`config.mk`:
```
export PLATFORM = sky130hd
export DESIGN_NAME = hazard_ctrl
export DESIGN_NICKNAME = d
export VERILOG_FILES = /design/src/rtl/pipe_pkg.sv /design/src/rtl/sat_counter.sv /design/src/rtl/hazard_ctrl.sv
export SDC_FILE = /design/constraint.sdc
export NUM_CORES = 1
export LEC_CHECK = 0
export ABC_AREA = 0
export ABC_CLOCK_PERIOD_IN_PS = 4800
export CAP_MARGIN = 5
export CORE_MARGIN = 2
export CORE_UTILIZATION = 51
export DETAILED_ROUTE_END_ITERATION = 16
export GPL_ROUTABILITY_DRIVEN = 0
export MAX_ROUTING_LAYER = met4
export PLACE_DENSITY = 0.85
export SLEW_MARGIN = 0
export SYNTH_ARGS = -nofsm -noshare
export SYNTH_HDL_FRONTEND = slang
export SYNTH_SLANG_ARGS = --single-unit
```
`constraint.sdc`:
```
create_clock -name clk -period 4.8 [get_ports clk]
set_input_delay 0.72 -clock clk [delete_from_list [all_inputs] [get_ports clk]]
set_output_delay 0.72 -clock clk [all_outputs]
set_load 0.005 [all_outputs]
```
`src/rtl/pipe_pkg.sv`:
```
// Shared pipeline definitions for the hazard/flush controller.
//   - ctrl_state_t : hazard controller state encoding
//   - REG_ZERO     : register $0, never a real dependency source
package pipe_pkg;

  typedef enum logic [1:0] {
    ST_RUN    = 2'd0,
    ST_STALL  = 2'd1,
    ST_BFLUSH = 2'd2
  } ctrl_state_t;

  localparam logic [4:0] REG_ZERO = 5'd0;

endpackage

```
`src/rtl/sat_counter.sv`:
```
// Saturating up-counter used for pipeline performance statistics.
//   clk : clock (posedge)
//   rst : synchronous active-high clear
//   inc : count one event this cycle
//   cnt : current count, holds at all-ones
module sat_counter #(
  parameter int unsigned CNT_W = 16
) (
  input  logic             clk,
  input  logic             rst,
  input  logic             inc,
  output logic [CNT_W-1:0] cnt
);

  always_ff @(posedge clk) begin
    if (rst) begin
      cnt <= '0;
    end else if (inc && (cnt != '1)) begin
      cnt <= cnt + CNT_W'(1);
    end
  end

endmodule

```
`src/rtl/hazard_ctrl.sv`:
```
// Hazard and flush controller for the 5-stage pipeline.
// Detects load-use hazards (ID vs load in EX), sequences branch flush
// windows (resolved in EX) and jump flushes (resolved in ID), and keeps
// saturating stall/flush event counters.
//   clk, rst                   : clock, synchronous active-high reset
//   id_rs/id_rt, id_use_rs/rt  : source registers of the ID instruction
//   ex_memread, ex_rt          : load in EX and its destination
//   branch_taken, jump_id      : control-flow redirects
//   Load_Use/Branch_fc/Jump_fc : ID/EX bubble and flush controls
//   pc_wr, ifid_wr, ifid_flush : PC and IF/ID controls
//   stall_cnt, flush_cnt       : performance counters
module hazard_ctrl
  import pipe_pkg::*;
#(
  parameter int unsigned FLUSH_CYCLES = 1,
  parameter int unsigned CNT_W        = 16
) (
  input  logic             clk,
  input  logic             rst,
  input  logic [4:0]       id_rs,
  input  logic [4:0]       id_rt,
  input  logic             id_use_rs,
  input  logic             id_use_rt,
  input  logic             ex_memread,
  input  logic [4:0]       ex_rt,
  input  logic             branch_taken,
  input  logic             jump_id,
  output logic             Load_Use,
  output logic             Branch_fc,
  output logic             Jump_fc,
  output logic             pc_wr,
  output logic             ifid_wr,
  output logic             ifid_flush,
  output logic [CNT_W-1:0] stall_cnt,
  output logic [CNT_W-1:0] flush_cnt
);

  localparam logic [1:0] FC_LOAD = 2'(FLUSH_CYCLES);

  ctrl_state_t state, state_nx;
  logic [1:0]  fc, fc_nx;
  logic        hz;
  logic        stall_inc, flush_inc;

  assign hz = ex_memread && (ex_rt != REG_ZERO) &&
              ((id_use_rs && (id_rs == ex_rt)) ||
               (id_use_rt && (id_rt == ex_rt)));

  always_ff @(posedge clk) begin
    if (rst) begin
      state <= ST_RUN;
      fc    <= '0;
    end else begin
      state <= state_nx;
      fc    <= fc_nx;
    end
  end

  always_comb begin
    Load_Use   = 1'b0;
    Branch_fc  = 1'b0;
    Jump_fc    = 1'b0;
    pc_wr      = 1'b1;
    ifid_wr    = 1'b1;
    ifid_flush = 1'b0;
    state_nx   = state;
    fc_nx      = fc;
    stall_inc  = 1'b0;
    flush_inc  = 1'b0;

    if (!rst) begin
      unique case (state)
        ST_RUN, ST_STALL: begin
          if (branch_taken) begin
            Branch_fc  = 1'b1;
            ifid_flush = 1'b1;
            flush_inc  = 1'b1;
            if (FLUSH_CYCLES > 0) begin
              state_nx = ST_BFLUSH;
              fc_nx    = FC_LOAD;
            end else begin
              state_nx = ST_RUN;
            end
          end else if (state == ST_STALL) begin
            // Bubble already inserted; hz is stale this cycle.
            state_nx = ST_RUN;
          end else if (jump_id) begin
            Jump_fc    = 1'b1;
            ifid_flush = 1'b1;
            flush_inc  = 1'b1;
          end else if (hz) begin
            Load_Use  = 1'b1;
            pc_wr     = 1'b0;
            ifid_wr   = 1'b0;
            stall_inc = 1'b1;
            state_nx  = ST_STALL;
          end
        end
        ST_BFLUSH: begin
          Branch_fc  = 1'b1;
          ifid_flush = 1'b1;
          if (branch_taken) begin
            fc_nx     = FC_LOAD;
            flush_inc = 1'b1;
          end else begin
            fc_nx = fc - 2'd1;
            if (fc == 2'd1) begin
              state_nx = ST_RUN;
            end
          end
        end
        default: begin
          state_nx = ST_RUN;
          fc_nx    = '0;
        end
      endcase
    end
  end

  sat_counter #(.CNT_W(CNT_W)) u_stall_cnt (
    .clk (clk),
    .rst (rst),
    .inc (stall_inc),
    .cnt (stall_cnt)
  );

  sat_counter #(.CNT_W(CNT_W)) u_flush_cnt (
    .clk (clk),
    .rst (rst),
    .inc (flush_inc),
    .cnt (flush_cnt)
  );

endmodule
```
; After elaboration in Yosys (flattened, before gate mapping)
; Cells that the tools add are included.
[totals]
regBits = 36
in_bits = 22
output_inout_bits = 38
wordCells = 65
[op_classes]
add_sub_neg = 3
n_eq_ne = 12
n_mux = 35
reduce_logical = 11
[op_table]
columns = operator, n
row1 = $add 16x1->16 const B, 2
row2 = $ne 16x16->1 const B, 2
row3 = $mux 1, 22
row4 = $mux 2, 8
row5 = $eq 5x5->1, 2
row6 = $ne 4x4->1 const B, 2
row7 = $pmux 2 s2, 2
row8 = $logic_and 1x1->1, 6
row9 = $ne 2x2->1 const B, 3
row10 = $pmux 1 s2, 3
row11 = $reduce_bool 5->1, 1
row12 = $eq 2x1->1 const B, 2
row13 = $reduce_and 4->1, 1
row14 = $eq 2x2->1 const B, 1
row15 = $logic_not 2->1, 1
row16 = $reduce_or 2->1, 1
row17 = $sub 2x1->2 const B, 1
row18 = $logic_or 1x1->1, 1

; Longest topological paths before layout
; Gate-level depths: netlist (run 1).
[logic_depth]
word_depth = 11
depth_mapped = 8
ltp_nobuf = 6

; By module
; A second synthesis (run 1) with hierarchy kept.
[hier_totals]
cells_unflattened = 246
area_unflattened_um2 = 2084.5
[modules_own_cells]
columns = module, n_inst, cells_per_inst, area_each_um2, seq_area_each_um2
row1 = sat_counter, 2, 99, 848.3, 320.3
row2 = hazard_ctrl, 1, 48, 387.9, 80.1

; Worst setup path before layout (run 1)
; Ideal clock, no wire load.
[synth_path]
path_type = input-to-output
start = input port ex_rt[1]
end = output port pc_wr
t_arrival_ns = 1.870
t_required_ns = 4.080
setup_slack_ns = 2.210
stages = 5
n_path_buf = 1
path_cell_list = or4_1 > o2111a_2 > and2_1 > inv_1 > buf_4
[synth_via]
elab_chain_cells = 10
elab_cells_between_ends = 14
classes_between = eq/ne: 2 / mux: 6 / reduce/logical: 6
[synth_lines]
columns = item, line_no
row1 = start: declaration, hazard_ctrl.sv:25  ; input logic [4:0] ex_rt,
row2 = "$eq 5x5->1, on equally long branches", "hazard_ctrl.sv:46, hazard_ctrl.sv:47"
row3 = "$logic_and 1x1->1, on equally long branches", "hazard_ctrl.sv:46, hazard_ctrl.sv:47"
row4 = $logic_or 1x1->1, hazard_ctrl.sv:46  ; ((id_use_rs && (id_rs == ex_rt)) ||
row5 = $logic_and 1x1->1 *, hazard_ctrl.sv:45  ; assign hz = ex_memread && (ex_rt != REG_ZERO) &&
row6 = $mux 1 * (6 in a row), n/a
row7 = end: declaration, hazard_ctrl.sv:31  ; output logic pc_wr,
; Mark *: on every way between the ends. The rest lies on a longest branch, timed or not.

; Final worst setup path (run 1)
[layout_path]
start = input port ex_rt[1]
end = output port ifid_wr
[layout_via]
elab_chain_cells = 10
elab_cells_between_ends = 14
classes_between = eq/ne: 2 / mux: 6 / reduce/logical: 6
[layout_lines]
columns = item, line_no
row1 = "$eq 5x5->1, on equally long branches", "hazard_ctrl.sv:46, hazard_ctrl.sv:47"
row2 = "$logic_and 1x1->1, on equally long branches", "hazard_ctrl.sv:46, hazard_ctrl.sv:47"
row3 = $logic_or 1x1->1, hazard_ctrl.sv:46
row4 = $logic_and 1x1->1 *, hazard_ctrl.sv:45
row5 = $mux 1 *, hazard_ctrl.sv:91  ; end else if (hz) begin
row6 = $mux 1 *, hazard_ctrl.sv:87  ; end else if (jump_id) begin
row7 = $mux 1 *, hazard_ctrl.sv:84  ; end else if (state == ST_STALL) begin
row8 = $mux 1 *, hazard_ctrl.sv:74  ; if (branch_taken) begin
row9 = $mux 1 *, hazard_ctrl.sv:72  ; unique case (state)
row10 = $mux 1 *, hazard_ctrl.sv:71  ; if (!rst) begin
row11 = end: declaration, hazard_ctrl.sv:32  ; output logic ifid_wr,
; Marks and branches as above.

==> flow_summary.yaml, run 1 <==
clocking:
  cts_tree: "done"
  clk_pin_slew_ps: 70
  numCtsBuffers: 5
  clock_path_buffers: 2
  cts_resized: 0
  h-tree-depth: 2
  clk_latency_ps: 290
  root_buffer: "clkbuf_8"
  cts.sinks: 36
  cts_setup_buffers: 0
  holdBufCountCts: 0
timing:
  rsz0062_at_grt: "false"
  period_share: 0.728
  fmaxAchievable_mhz: 286
  period_minus_slack_ps: 3500
  fin_ws_ps: 1300
  slew_headroom: 0.271
  setup_viol: 0
  tightest_slew_ps: 1090
  hold_viol: 0
  hold_ws_ps: 497
  fin_setup_tns_ps: 0
  skew_ps: 2.10
  drv_slew: 0
global_routing:
  grt.overflow.total: 0
  grt_max_degree: 37
  grt_pass1_wl_mm: 7.92
  track_usage: 0.229
  grt_pass1_vias: 1762
  antenna_found_initial: 0
pwr:
  clock_power_share: 0.371
  power_density_nw_per_um2: 214
  ir_drop_v: 0.000218
  p_sw_mw: 0.140
  share_comb_of_total_power: 0.113
  p_int_mw: 0.455
  p_leak_nw: 0.909
  power.total_mw: 0.595
  p_seq_frac: 0.515
  swShare: 0.235
synthesis:
  ys_seq_area_frac: 0.343
  synth_seq_cells: 36
  netlist_instances: 247
  synth_edf_count: 0
  synth_area_um2: 2100
  ys.flop_type: "dfxtp_1"
  syn-num-nets: 272
  synth_cell_types: 51
  syn_avg_cell_area_um2: 8.51
  ys_warn_count: 0
  synthArstFlopShare: 0
critical_path:
  start_kind: "input port"
  end_kind: "primary output"
  critPathLaunch: "ex_rt[1]"
  critPathArrivalTime_ps: 2780
  crit_type: "input port to primary output"
  crit_required_ps: 4080
  crit_fanout: 5
  rr_startpoint: "u_stall_cnt.cnt[0]"
final_layout:
  postLayoutCoreUtil: 0.699
  diodes: 0
  layout.nets: 326
  drive_above_1_share: 0.0497
  stdcell_area_um2: 2780
  instances_no_fill: 352
  syn_to_final_growth_pct: 32.2
worst_hold_path:
  hp-start: "u_stall_cnt.cnt[13]"
  hold_class: "register to register"
detailed_routing:
  drt_iter0_markers: 198
  drc: 0
  vias: 2136
  wl_per_cell_um: 14.6
  wl_mm: 5.14
  dr.pass1.iters: 4
  ant_nets: 0
  vias_per_cell: 6.07
floorplanning:
  fp.dieW_um: 68.2
  ios: 60
  row_count: 23
  start_util: 0.529
  die_h_um: 68.2
  core_area_um2: 3970
  die-area_um2: 4650
place:
  place_inst: 344
  dp.final_hpwl_mm: 3.58
  post-place-ws_ps: 1290
  placed_cell_area_um2: 2690
  io_buffers: 59
job:
  cap_violations: 0
outcome:
  outcome: "completed"
-- power groups by stage --
stage / logic [mW] / clock network, mW / registers [mW]
finish: 0.0673 / 0.221 / 0.307
CTS: 0.0677 / 0.225 / 0.307
global route: 0.0745 / 0.236 / 0.307
global placement: 0.0661 / 0 / 0.313
floorplan: 0.0377 / 0 / 0.311
detailed placement: 0.0673 / 0 / 0.314
-- cell usage after synthesis (4+ instances only) --
cell type,number,share of area
o31ai_1,12,0.043
nor4_1,4,0.012
clkbuf_1,7,0.013
and2_1,5,0.015
nand4_1,8,0.024
dfxtp_1,36,0.34
and3_1,7,0.021
inv_1,11,0.020
nor2_1,12,0.021
o41ai_1,6,0.025
xnor2_1,10,0.042
nand3_1,11,0.026
nand2_1,15,0.027
or4_1,17,0.061
a21oi_1,21,0.050
o311ai_0,5,0.021
o21ai_0,6,0.014
-- worst max-delay path, stage by stage --
cell             delay, ps
clkdlybuf4s50_1        460
or4_1                  540
o2111a_2               300
and2_1                 170
inv_1                   70
clkdlybuf4s50_1        500
-- cell type report --
cell class	instances	area, µm²
multi-input cells	186	1260
fillers	323	1190
flip-flops and latches	36	721
repair buffers	61	606
clock buffers	8	90.1
well taps	50	62.6
inverters	11	41.3
-- state kept, by name, indices dropped and copies added (netlist names) --
signal	count
fc	2
state	2
u_flush_cnt.cnt	16
u_stall_cnt.cnt	16
-- placed cells by master (no fill, tap or decap), types with 4 or more instances in the layout --
cell type and instances:
a21oi_1 21, clkbuf_8 6, nor2_1 12, and3_1 7, o41ai_1 6, nand4_1 8
dfxtp_1 36, o21ai_0 6, o31ai_1 12, and2_1 5, xnor2_1 10, or4_1 17
nand2_1 15, clkdlybuf4s50_1 59, nand3_1 11, o311ai_0 5, inv_1 11, nor4_1 4
-- worst paths after layout --
path	endpoint	slack (ps)	cells after the start
max	ifid_wr	1300	6
min	u_stall_cnt.cnt[13]	500	2
max reg2reg	u_stall_cnt.cnt[5]	2210	6
min reg2reg	u_stall_cnt.cnt[13]	500	2
-- cells by family after synthesis --
logic type,after synthesis,share of synthesized area
compound gates,72,0.242
simple gates,98,0.281
mux,3,0.0161
buf+inv,25,0.0584
xor+xnor,10,0.0417
flops,36,0.343
fa+ha+maj,3,0.0179
-- per-layer routing --
metal / part of all wire / up-vias / GRT usage
met5: 0 / - / -
met4: 0.012 / 0 / 0.0775
met3: 0.087 / 7 / 0.0609
met2: 0.46 / 64 / 0.371
met1: 0.44 / 995 / 0.276
li1: - / 1070 / -
Note: power is estimated with default switching activity, not from simulation.
==> inputs of run 2 (changes only) <==
--- a/config.mk
+++ b/config.mk
@@ -6,14 +6,14 @@
 export NUM_CORES = 1
 export LEC_CHECK = 0
 export ABC_AREA = 0
-export ABC_CLOCK_PERIOD_IN_PS = 4800
+export ABC_CLOCK_PERIOD_IN_PS = 2900
 export CAP_MARGIN = 5
 export CORE_MARGIN = 2
-export CORE_UTILIZATION = 51
+export CORE_UTILIZATION = 43
 export DETAILED_ROUTE_END_ITERATION = 16
 export GPL_ROUTABILITY_DRIVEN = 0
 export MAX_ROUTING_LAYER = met4
-export PLACE_DENSITY = 0.85
+export PLACE_DENSITY = 0.76
 export SLEW_MARGIN = 0
 export SYNTH_ARGS = -nofsm -noshare
 export SYNTH_HDL_FRONTEND = slang
==> constraint.sdc (replaced) <==
create_clock -name clk -period 2.9 [get_ports clk]
set_input_delay 0.435 -clock clk [delete_from_list [all_inputs] [get_ports clk]]
set_output_delay 0.435 -clock clk [all_outputs]
set_load 0.005 [all_outputs]
==> flow_summary.yaml, run 2 (synthesized netlist as in run 1, its figures left out) <==
detailed_routing:
  vias_per_cell: 5.70
  dr.pass1.iters: 4
  drt_iter0_markers: 95
  ant_nets: 0
  wl_per_cell_um: 14.2
  drc: 0
  vias: 2133
  wl_mm: 5.30
floorplanning:
  die_h_um: 73.9
  fp.dieW_um: 73.9
  start_util: 0.445
  core_area_um2: 4720
  row_count: 25
  ios: 60
  die-area_um2: 5460
place:
  post-place-ws_ps: 1.71
  placed_cell_area_um2: 2750
  io_buffers: 59
  dp.final_hpwl_mm: 3.69
timing:
  fin_setup_tns_ps: 0
  fin_ws_ps: 84.6
  skew_ps: 4.18
  tightest_slew_ps: 731
  period_minus_slack_ps: 2820
  fmaxAchievable_mhz: 355
  period_share: 0.971
  rsz0062_at_grt: "false"
  drv_slew: 0
  slew_headroom: 0.513
  setup_viol: 0
  hold_viol: 0
final_layout:
  top_regs: "u_flush_cnt.cnt (16), u_stall_cnt.cnt (16)"
  fillCellCount: 435
  diodes: 0
  stdcell_area_um2: 2850
  syn_to_final_growth_pct: 35.6
  drive_above_1_share: 0.0717
  multiInputGateArea_um2: 1260
  final_cell_mix: "clkdlybuf4s50_1, dfxtp_1, a21oi_1"
  register_area_um2: 721
  layout.nets: 332
  layout_commonest_cell: "clkdlybuf4s50_1"
global_routing:
  antenna_found_initial: 0
  track_usage: 0.203
  grt_pass1_wl_mm: 8.49
  grt_pass1_vias: 1868
  grt.overflow.total: 0
  grt_max_degree: 36
clocking:
  cts_tree: "done"
  h-tree-depth: 2
  root_buffer: "clkbuf_8"
  clk_latency_ps: 290
  cts_setup_buffers: 0
  holdBufCountCts: 0
  clk_pin_slew_ps: 70
  cts_resized: 1
  cts.sinks: 36
  clock_path_buffers: 2
  numCtsBuffers: 5
critical_path:
  crit_fanout: 2
  cp_num_buf_inv: 3
  critical-path-top-delay-family: "buffers and inverters"
  worst_r2r_path_depth: 6
  crit_required_ps: 2470
  critPathArrivalTime_ps: 2380
  path_cells: "clkdlybuf4s50_1, or4_1, o2111a_2, and2_1, inv_1, clkdlybuf4s50_1"
  end_kind: "primary output"
  rrSetupSlack_ps: 380
  cpMostUsedCell: "clkdlybuf4s50_1"
  cpPeakStageDelay_ps: 520
  rr_startpoint: "u_stall_cnt.cnt[0]"
  start_kind: "input port"
  crit_type: "input port to primary output"
  crit_slowest_cell: "or4_1"
  r2r-end: "u_stall_cnt.cnt[5]"
job:
  cap_violations: 0
pwr:
  power_density_nw_per_um2: 355
  p_leak_nw: 0.945
  ir_drop_v: 0.000286
outcome:
  outcome: "completed"
worst_hold_path:
  hold_class: "register to register"
  hold_end: "u_flush_cnt.cnt[8]"
  hp-start: "u_flush_cnt.cnt[8]"
  whs_path_depth: 2
[run 2: cell count changes in the layout (fill, tap and decap cells not counted)]
| cell | previous run | this run |
|---|---|---|
| dlygate4sd2_1 | 0 | 1 |
| clkdlybuf4s50_1 | 59 | 58 |
| clkbuf_1 | 2 | 0 |
| buf_4 | 2 | 8 |
| clkbuf_8 | 6 | 7 |
[run 2: worst reg2reg max path, cell delays in order, from the launching register on]
cell and delay, ps:
dfxtp_1 420, ha_1 260, nand3_1 140, or4b_4 520, o21ai_2 610, nor4_1 130
mux2_1 330
[run 2: per-stage QoR]
| step | hold WS, ps | total power [mW] | instances | util |
|---|---|---|---|---|
| floorplan | 477 | 0.578 | 247 | - |
| global placement | 480 | 0.634 | 367 | 0.583 |
| detailed placement | 484 | 0.635 | 367 | 0.583 |
| CTS | 497 | 1.03 | 374 | 0.603 |
| global route | 523 | 1.06 | 374 | 0.603 |
| finish | 495 | 1.01 | 374 | 0.603 |
[run 2: cell type report]
| class | instances | share of cell area |
|---|---|---|
| multi-input cells | 186 | 0.441 |
| flip-flops and latches | 36 | 0.253 |
| repair buffers | 67 | 0.228 |
| clock buffers | 7 | 0.0338 |
| well taps | 67 | 0.0294 |
| inverters | 11 | 0.0145 |
[run 2: power by group]
part           switching, mW  internal, mW
clock                  0.176         0.212
combinational         0.0533        0.0634
sequential           0.00859         0.499
[run 2: worst max-delay path by stage]
stage	start	slack, ps	depth (start not counted)	end
4_1_cts	ex_rt[2]	70	6	pc_wr
5_1_grt	ex_rt[2]	10	6	ifid_wr
6_report	ex_rt[2]	80	6	ifid_wr
3_3_place_gp	ex_rt[1]	50	6	pc_wr
2_1_floorplan	ex_rt[1]	880	5	pc_wr
3_5_place_dp	ex_rt[1]	2	6	pc_wr
[run 2: per-layer routing]
| layer | up-vias | GRT usage | share of wire |
|---|---|---|---|
| met5 | - | - | 0 |
| met4 | 0 | 0.0485 | 0.0087 |
| met3 | 7 | 0.0576 | 0.068 |
| met2 | 59 | 0.313 | 0.44 |
| met1 | 997 | 0.263 | 0.48 |
| li1 | 1070 | - | - |
